<file path="src/rtl/scc_pkg.sv">
// Shared types and constants for the SCC wave SRAM arbiter slice.
package scc_pkg;

    typedef enum logic [1:0] {
        IDLE,
        RD_ISSUE,
        RD_WAIT,
        WR_ISSUE
    } state_t;

    typedef enum logic {
        OWN_CPU,
        OWN_MIX
    } owner_t;

    localparam logic [2:0]  SCC_CH_D    = 3'd3;
    localparam logic [2:0]  SCC_CH_E    = 3'd4;
    localparam int unsigned SCC_WAVE_AW = 5;

    // In SCC-compatible mode channel E shares the wave of channel D.
    function automatic logic [2:0] scc_map_id(input logic [2:0] id, input logic plus);
        return (!plus && (id == SCC_CH_E)) ? SCC_CH_D : id;
    endfunction

endpackage

</file>
<file path="src/rtl/scc_arb_pick.sv">
// Winner selection between CPU and mixer requests, plus the owner register.
// SCC_ARB_ROUND_ROBIN_EN selects alternating grants under contention;
// otherwise the mixer has fixed priority.
module scc_arb_pick
    import scc_pkg::*;
(
    input  logic   clk,
    input  logic   n_reset,
    input  logic   grant_en,
    input  logic   cpu_qual,
    input  logic   mix_qual,
    output logic   grant,
    output owner_t winner,
    output owner_t owner_q
);

    assign grant = grant_en && (cpu_qual || mix_qual);

`ifdef SCC_ARB_ROUND_ROBIN_EN
    owner_t ptr;

    // Contention is resolved by the pointer; a lone requester always wins.
    always_comb begin
        winner = OWN_CPU;
        if (cpu_qual && mix_qual) winner = ptr;
        else if (mix_qual)        winner = OWN_MIX;
    end

    // Pointer only moves when both requesters competed for the grant.
    always_ff @(posedge clk or negedge n_reset) begin
        if (!n_reset)                           ptr <= OWN_MIX;
        else if (grant && cpu_qual && mix_qual) ptr <= (ptr == OWN_MIX) ? OWN_CPU : OWN_MIX;
    end
`else
    // Mixer wins every simultaneous request.
    always_comb begin
        winner = mix_qual ? OWN_MIX : OWN_CPU;
    end
`endif

    // Remember who owns the access in flight.
    always_ff @(posedge clk or negedge n_reset) begin
        if (!n_reset)   owner_q <= OWN_MIX;
        else if (grant) owner_q <= winner;
    end

endmodule

</file>
<file path="src/rtl/scc_wave_sram_arbiter.sv">
// Sequencer/arbiter for the shared single-port SCC wave SRAM.
// Optional build macro: SCC_ARB_ROUND_ROBIN_EN (see scc_arb_pick).
module scc_wave_sram_arbiter
    import scc_pkg::*;
(
    input  logic                   clk,
    input  logic                   n_reset,
    input  logic                   scc_plus,
    input  logic                   cpu_req,
    input  logic                   cpu_we,
    input  logic [2:0]             cpu_id,
    input  logic [SCC_WAVE_AW-1:0] cpu_a,
    input  logic [7:0]             cpu_d,
    output logic                   cpu_ack,
    output logic [7:0]             cpu_q,
    input  logic                   mix_req,
    input  logic [2:0]             mix_id,
    input  logic [SCC_WAVE_AW-1:0] mix_a,
    output logic                   mix_ack,
    output logic [7:0]             mix_q,
    output logic [2:0]             sram_id,
    output logic [SCC_WAVE_AW-1:0] sram_a,
    output logic [7:0]             sram_d,
    output logic                   sram_oe,
    output logic                   sram_we,
    input  logic [7:0]             sram_q,
    output logic                   busy
);

    state_t                 state, state_nx;
    owner_t                 winner, owner_q;
    logic                   grant;
    logic                   cpu_qual, mix_qual;
    logic [2:0]             sel_id;
    logic [SCC_WAVE_AW-1:0] sel_a;
    logic                   sel_we;
    logic                   sel_nop;
    logic                   lat_nop;

    // A requester's level held through its own ack cycle is not a new request.
    assign cpu_qual = cpu_req && !cpu_ack;
    assign mix_qual = mix_req && !mix_ack;

    scc_arb_pick u_pick (
        .clk      (clk),
        .n_reset  (n_reset),
        .grant_en (state == IDLE),
        .cpu_qual (cpu_qual),
        .mix_qual (mix_qual),
        .grant    (grant),
        .winner   (winner),
        .owner_q  (owner_q)
    );

    // Request fields of the current winner, and whether it touches the SRAM at all.
    always_comb begin
        sel_id  = (winner == OWN_MIX) ? mix_id : cpu_id;
        sel_a   = (winner == OWN_MIX) ? mix_a  : cpu_a;
        sel_we  = (winner == OWN_CPU) && cpu_we;
        sel_nop = (sel_id > SCC_CH_E) || (sel_we && !scc_plus && (sel_id == SCC_CH_E));
    end

    // State register.
    always_ff @(posedge clk or negedge n_reset) begin
        if (!n_reset) state <= IDLE;
        else          state <= state_nx;
    end

    // Next-state logic.
    always_comb begin
        state_nx = state;
        unique case (state)
            IDLE:     if (grant) state_nx = sel_we ? WR_ISSUE : RD_ISSUE;
            RD_ISSUE: state_nx = RD_WAIT;
            RD_WAIT:  state_nx = IDLE;
            WR_ISSUE: state_nx = IDLE;
            default:  state_nx = IDLE;
        endcase
    end

    // Registered SRAM controls, acks and read data; strobes and acks are single-cycle.
    always_ff @(posedge clk or negedge n_reset) begin
        if (!n_reset) begin
            cpu_ack <= 1'b0;
            mix_ack <= 1'b0;
            cpu_q   <= '0;
            mix_q   <= '0;
            sram_id <= '0;
            sram_a  <= '0;
            sram_d  <= '0;
            sram_oe <= 1'b0;
            sram_we <= 1'b0;
            lat_nop <= 1'b0;
            busy    <= 1'b0;
        end else begin
            cpu_ack <= 1'b0;
            mix_ack <= 1'b0;
            sram_oe <= 1'b0;
            sram_we <= 1'b0;
            busy    <= (state_nx != IDLE);
            unique case (state)
                IDLE: begin
                    if (grant) begin
                        sram_id <= scc_map_id(sel_id, scc_plus);
                        sram_a  <= sel_a;
                        lat_nop <= sel_nop;
                        if (sel_we) sram_d <= cpu_d;
                        if (!sel_nop) begin
                            sram_oe <= !sel_we;
                            sram_we <= sel_we;
                        end
                    end
                end
                RD_WAIT: begin
                    if (owner_q == OWN_CPU) begin
                        cpu_q   <= lat_nop ? 8'hFF : sram_q;
                        cpu_ack <= 1'b1;
                    end else begin
                        mix_q   <= lat_nop ? 8'hFF : sram_q;
                        mix_ack <= 1'b1;
                    end
                end
                WR_ISSUE: cpu_ack <= 1'b1;
                default: ;
            endcase
        end
    end

endmodule

</file>
<file path="config.mk">
export PLATFORM = sky130hd
export DESIGN_NAME = scc_wave_sram_arbiter
export DESIGN_NICKNAME = d
export VERILOG_FILES = /design/src/rtl/scc_pkg.sv /design/src/rtl/scc_arb_pick.sv /design/src/rtl/scc_wave_sram_arbiter.sv
export SDC_FILE = /design/constraint.sdc
export NUM_CORES = 1
export LEC_CHECK = 0
export ABC_AREA = 1
export BUFFER_PORTS_ARGS = -buffer_cell sky130_fd_sc_hd__buf_2
export CAP_MARGIN = 40
export CORE_MARGIN = 1
export CORE_UTILIZATION = 43
export CTS_CLUSTER_SIZE = 14
export DETAILED_ROUTE_END_ITERATION = 6
export HOLD_SLACK_MARGIN = 0.06
export PLACE_DENSITY_LB_ADDON = 0.1
export SLEW_MARGIN = 20
export SYNTH_ARGS = -nofsm -noshare
export SYNTH_HDL_FRONTEND = slang
export SYNTH_SLANG_ARGS = --single-unit
export TNS_END_PERCENT = 100
</file>
<file path="constraint.sdc">
create_clock -name clk -period 1.3 [get_ports clk]
set_input_delay 0.13 -clock clk [delete_from_list [all_inputs] [get_ports clk]]
set_output_delay 0.13 -clock clk [all_outputs]
set_load 0.005 [all_outputs]
</file>
==> impl_metrics.env, run 1 <==
export IMPL_cp_top_family="flip-flops"
export IMPL_yosys_warnings=0
export IMPL_reg2reg_from="u_pick.owner_q"
export IMPL_place_gp_congestion=0.7731
export IMPL_cts_num_sinks=41
export IMPL_netlist_instances=195
export IMPL_critPathArrivalTime_ns=1.44
export IMPL_synth_nets=233
export IMPL_worstSkewPairLatency_ns=0.28
export IMPL_antenna_found_initial=0
export IMPL_yosysMostFrequentCell="nand2_1"
export IMPL_start_util=0.4544
export IMPL_hpwlAfterDp_um=2914
export IMPL_wl_met1_um=1897
export IMPL_rsz0062_at_grt="true"
export IMPL_synth_avg_cell_area_um2=9.522
export IMPL_portBuffers=74
export IMPL_ios=75
export IMPL_slew_viol_final=0
export IMPL_rrSetupSlack_ns=0.02
export IMPL_nets=342
export IMPL_htree_num_levels=2
export IMPL_post_route_min_period_ns=1.277
export IMPL_synth_top_area_share=0.5391
export IMPL_via_count=1577
export IMPL_slowest_delay_ns=0.54
export IMPL_pwr_density_cell_mw_per_mm2=2036
export IMPL_ant_nets=0
export IMPL_firstDrtPassIters=4
export IMPL_crit_chain="nand2_2 > nor2_4 > buf_6 > mux2_2"
export IMPL_grt_pass1_wl_um=6375
export IMPL_critical_path_cell_count=4
export IMPL_via_per_inst=4.455
export IMPL_yosysSeqAreaShare=0.5532
export IMPL_place_inst=329
export IMPL_ys_seq_elements=41
export IMPL_initialDrtViolationCount=45
export IMPL_setup_violations=0
export IMPL_highest_layer="met4"
export IMPL_clockBufferDepth=2
export IMPL_fillers=344
export IMPL_grt_max_degree=18
export IMPL_cap_violations=0
export IMPL_met3_length_um=218
export IMPL_dr_wl_met2_um=1934
export IMPL_drc_errors=0
export IMPL_p_leak_nw=1.427
export IMPL_diodes=0
export IMPL_timing_fmax_mhz=783.2
export IMPL_synthTopCellsByCount="nand2_1, dfrtp_1, inv_1, o21ai_0"
export IMPL_cp_endpoint="mix_q[7]"
export IMPL_overflow=0
export IMPL_drt_total_wl_um=4077
export IMPL_slowest_stage="dfstp_2"
export IMPL_yosys_area_top_type="dfrtp_1"
export IMPL_hold_viol_final=0
export IMPL_slew_headroom=0.7319
export IMPL_tns_ns=0
export IMPL_path_class="flop to flop"
export IMPL_period_share=0.9821
export IMPL_r2r_cells=4
export IMPL_cp_max_fo=5
export IMPL_worst_pin_slew_ns=0.4022
export IMPL_synth_edf_count=0
export IMPL_async_flop_share=1.000
export IMPL_grt_usage=0.1915
export IMPL_cts_root_buf="clkbuf_8"
export IMPL_final_cells=354
export IMPL_skew_ns=0.004926
export IMPL_core_mm2=0.004086
export IMPL_area_growth_pct=42.86
export IMPL_grt_pass1_vias=1457
export IMPL_cp_start_kind="flop"
export IMPL_min_path_type="input port to flop"
export IMPL_finalPower_w=0.005399
export IMPL_outcome="finished clean"
export IMPL_layout_drive_gt1_share=0.4770
export IMPL_cts_tree="done"
export IMPL_synthDistinctLibCells=28
export IMPL_die_width_um=67.71
export IMPL_hp_start="cpu_a[2]"
export IMPL_layout_setup_ws_ns=0.02326
export IMPL_cp_startpoint="u_pick.owner_q"
export IMPL_synth_flop_cell="dfrtp_1"
export IMPL_dp_worst_setup_slack_ns=-0.03413
export IMPL_cts_buffers=5
export IMPL_die_height_um=67.71
export IMPL_wire_per_inst_um=11.52
export IMPL_crit_required_ns=1.47
export IMPL_worst_path_buf_inv=1
export IMPL_die_area_mm2=0.004585
export IMPL_row_count=23
export IMPL_synthTopCellsByArea="dfrtp_1, nand2_1, mux2_2"
export IMPL_end_kind="flop"
export IMPL_netlist_area_mm2=0.001857
export IMPL_r2r_end="mix_q[7]"
export IMPL_hold_slack_ns=0.09447
export IMPL_clkTransAtPathRegs_ns=0.07
export IMPL_ir_drop_uv=981.1
[metrics by stage]
step                utilization  instance area [µm²]
CTS                      0.6353                 2596
global placement         0.5775                 2360
floorplan                     -                 1857
detailed placement       0.5775                 2360
finish                   0.6491                 2653
global route             0.6491                 2653
[worst min-delay path: stages]
cell and delay [ns]:
buf_2 0.08, o211ai_1 0.08, nand2_1 0.05
[final cells by class]
| class | count | area [µm²] | share of cell area |
|---|---|---|---|
| Sequential cell | 41 | 1027 | 0.3873 |
| Multi-Input combinational cell | 130 | 744.5 | 0.2807 |
| Inverter | 22 | 90.09 | 0.03396 |
| Clock buffer | 7 | 86.33 | 0.03255 |
| Timing Repair Buffer | 104 | 641.9 | 0.2420 |
| Tap cell | 50 | 62.56 | 0.02358 |
[cell usage in the layout, fill, tap and decap left out]
cell type / count
buf_2: 74
nand2_1: 57
dfrtp_1: 40
inv_1: 18
buf_4: 17
nand2_2: 10
o21ai_0: 9
dlygate4sd3_1: 9
or2_2: 8
mux2_2: 8
clkbuf_8: 6
nor2_1: 5
nand3_1: 5
o211ai_1: 5
nor2_2: 4
or2_0: 4
buf_6: 3
inv_2: 2
nand2_4: 2
a21oi_1: 2
nor2_4: 2
a21oi_2: 2
o21ai_4: 1
nor2_8: 1
inv_6: 1
inv_4: 1
o21a_1: 1
nand3b_1: 1
nor3_4: 1
o21ai_1: 1
or2_1: 1
clkbuf_1: 1
buf_12: 1
dfstp_2: 1
[layer usage]
layer / vias up / GRT usage
met4: 0 / 0.04787
li1: 829 / -
met1: 697 / 0.2468
met2: 46 / 0.3156
met3: 5 / 0.05236
met5: - / 0
[power breakdown]
group,total [W],switching (W),leakage [nW],internal [W]
Clock,0.000798,0.000377,0.0443,0.000421
Combinational,0.00238,0.00117,0.889,0.00120
Sequential,0.00222,0.000332,0.493,0.00189
Total,0.00540,0.00188,1.43,0.00352
[registers in the layout, indices dropped and copies added (netlist names)]
register,cells
lat_nop,1
state,2
sram_oe,1
sram_id,3
sram_a,5
sram_d,8
mix_ack,1
mix_q,8
u_pick.owner_q,1
sram_we,1
cpu_ack,1
cpu_q,8
busy,1
[timing repair]
item                                    4_1_cts  5_1_grt
pin swaps                                     2        8
endpoints found under the hold margin        22        0
buffers inserted                              5        3
gates cloned                                  0        1
resized for setup                             4       10
endpoints found under the setup margin       16       23
hold buffers                                  9        0
[cells by family (layout without fill, tap and decap cells)]
| logic type | count (synthesis) | in the layout | share of synthesized area |
|---|---|---|---|
| AND/OR/NAND/NOR | 100 | 101 | 0.2635 |
| flip-flops | 41 | 41 | 0.5532 |
| buffers and inverters | 25 | 133 | 0.06199 |
| AO/OA/AOI/OAI | 21 | 21 | 0.07278 |
| multiplexers | 8 | 8 | 0.04852 |
[how the worst min path moves through the flow]
| stage | depth (start not counted) | end | slack [ns] |
|---|---|---|---|
| final | 3 | sram_a[2] | 0.09 |
| after global routing | 3 | sram_a[2] | 0.09 |
| after CTS | 3 | sram_a[2] | 0.09 |
| after detailed placement | 1 | sram_a[3] | 0.08 |
| after global placement | 1 | sram_a[3] | 0.08 |
| after floorplan | 0 | busy | -0.17 |
No activity file was read; power rests on OpenSTA's default activity.
==> inputs of run 2 (changes only) <==
--- a/config.mk
+++ b/config.mk
@@ -6,12 +6,12 @@
 export NUM_CORES = 1
 export LEC_CHECK = 0
 export ABC_AREA = 1
-export BUFFER_PORTS_ARGS = -buffer_cell sky130_fd_sc_hd__buf_2
 export CAP_MARGIN = 40
 export CORE_MARGIN = 1
-export CORE_UTILIZATION = 43
-export CTS_CLUSTER_SIZE = 14
+export CORE_UTILIZATION = 46
+export CTS_CLUSTER_SIZE = 40
 export DETAILED_ROUTE_END_ITERATION = 6
+export DONT_BUFFER_PORTS = 1
 export HOLD_SLACK_MARGIN = 0.06
 export PLACE_DENSITY_LB_ADDON = 0.1
 export SLEW_MARGIN = 20
==> impl_metrics.env, run 2 (synthesized netlist as in run 1, its figures left out) <==
export IMPL_worst_pin_slew_ns=0.2996
export IMPL_die_area_mm2=0.004295
export IMPL_die_width_um=65.54
export IMPL_initialDrtViolationCount=48
export IMPL_final_cells=285
export IMPL_pwr_density_cell_mw_per_mm2=2145
export IMPL_place_gp_congestion=0.7577
export IMPL_skew_ns=0.003255
export IMPL_cp_max_fo=3
export IMPL_slew_viol_final=0
export IMPL_cts_tree="done"
export IMPL_slowest_delay_ns=0.55
export IMPL_layout_drive_gt1_share=0.2743
export IMPL_area_growth_pct=26.48
export IMPL_via_per_inst=4.982
export IMPL_htree_num_levels=2
export IMPL_ios=75
export IMPL_slowest_stage="dfstp_2"
export IMPL_worst_path_buf_inv=1
export IMPL_row_count=22
export IMPL_drc_errors=0
export IMPL_cts_root_buf="clkbuf_8"
export IMPL_layout_common_cells="nand2_1, dfrtp_1, inv_1, buf_4, dlygate4sd3_1"
export IMPL_drt_total_wl_um=4113
export IMPL_final_area_mm2=0.002349
export IMPL_hold_viol_final=0
export IMPL_cap_violations=0
export IMPL_critical_path_cell_count=4
export IMPL_critPathArrivalTime_ns=1.46
export IMPL_clockBufferDepth=2
export IMPL_ir_drop_uv=907.5
export IMPL_grt_max_degree=42
export IMPL_antenna_found_initial=0
export IMPL_firstDrtPassIters=6
export IMPL_diodes=0
export IMPL_layout_commonest_cell="nand2_1"
export IMPL_cts_num_sinks=41
export IMPL_place_inst=249
export IMPL_dp_worst_setup_slack_ns=-0.04949
export IMPL_wire_per_inst_um=14.43
export IMPL_clkTransAtPathRegs_ns=0.07
export IMPL_place_area_mm2=0.001969
export IMPL_ant_nets=0
export IMPL_portBuffers=0
export IMPL_hold_slack_ns=0.08193
export IMPL_whs_path_depth=3
export IMPL_slew_headroom=0.8003
export IMPL_crit_required_ns=1.46
export IMPL_fillers=316
export IMPL_setup_violations=0
export IMPL_cp_top_family="flip-flops"
export IMPL_overflow=0
export IMPL_min_path_type="input port to flop"
export IMPL_die_height_um=65.54
export IMPL_grt_usage=0.2077
export IMPL_nets=274
export IMPL_path_class="flop to flop"
export IMPL_cts_buffers=5
export IMPL_cp_start_kind="flop"
export IMPL_hpwlAfterDp_um=2717
export IMPL_finalPower_w=0.005038
export IMPL_end_kind="flop"
export IMPL_crit_chain="nand2_2 > nor2_4 > buf_4 > mux2_2"
export IMPL_r2r_cells=4
export IMPL_layout_setup_ws_ns=0.007884
export IMPL_core_mm2=0.003771
export IMPL_post_route_min_period_ns=1.292
export IMPL_start_util=0.4924
export IMPL_worstSkewPairLatency_ns=0.28
export IMPL_grt_pass1_vias=1505
export IMPL_timing_fmax_mhz=773.9
export IMPL_rsz0062_at_grt="true"
export IMPL_grt_pass1_wl_um=6693
export IMPL_p_leak_nw=1.171
export IMPL_period_share=0.9939
export IMPL_outcome="finished clean"
export IMPL_via_count=1420
export IMPL_reg_largest_list="cpu_q (8), mix_q (8), sram_d (8)"
## run 2: changes by cell type in the layout (fill, tap and decap cells not counted), moves of 2 or more
cell	before	now
buf_2	74	0
nand2_1	57	60
nor2_2	4	2
mux2_4	0	6
nand2_2	10	7
dlygate4sd3_1	9	15
nor2_1	5	7
mux2_2	8	2
clkbuf_1	1	3
## run 2: layout make-up
type	instances	area [µm²]	share of cell area
Clock buffer	8	80.08	0.03410
Inverter	22	90.09	0.03836
Multi-Input combinational cell	130	750.7	0.3197
Sequential cell	41	1027	0.4374
Tap cell	48	60.06	0.02557
Timing Repair Buffer	36	340.3	0.1449
## run 2: per-layer routing
metal	global-route usage	share of wire	up-vias
li1	-	-	689
met1	0.2371	0.40	676
met2	0.3827	0.53	51
met3	0.04861	0.067	4
met4	0.05707	0.0029	0
met5	0	0	-
## run 2: worst register-to-register path, stage by stage (launching register included)
cell	delay [ns]
dfstp_2	0.55
nand2_2	0.07
nor2_4	0.11
buf_4	0.13
mux2_2	0.32
## run 2: stage by stage
step                        util    TNS, ns
after global placement    0.5222   -0.04736
final                     0.6228          0
after floorplan                -          0
after global routing      0.6228    -0.5534
after CTS                 0.5992  -0.002647
after detailed placement  0.5222    -0.3339
## run 2: worst paths after layout
kind,start,slack (ns),to
min in group asynchronous,n_reset,0.32,sram_a[3]
max reg2reg,u_pick.owner_q,0.008,mix_q[1]
max,u_pick.owner_q,0.008,mix_q[1]
min,sram_q[2],0.08,cpu_q[2]
min reg2reg,sram_d[7],0.50,sram_d[7]
max in group asynchronous,n_reset,0.72,u_pick.owner_q
## run 2: timing repair
item / 4_1_cts / 5_1_grt
hold endpoints to repair: 56 / 0
endpoints found under the setup margin: 8 / 24
cloned: 0 / 1
resized for setup: 6 / 10
pin swaps: 2 / 9
hold buffers: 16 / 0
setup buffers: 4 / 7
## run 2: power breakdown
group	leakage [nW]	internal (W)	switching, W	total [W]
registers	0.493	0.00190	0.000514	0.00241
logic	0.638	0.000910	0.000949	0.00186
clock network	0.0395	0.000381	0.000385	0.000766
total	1.17	0.00319	0.00185	0.00504
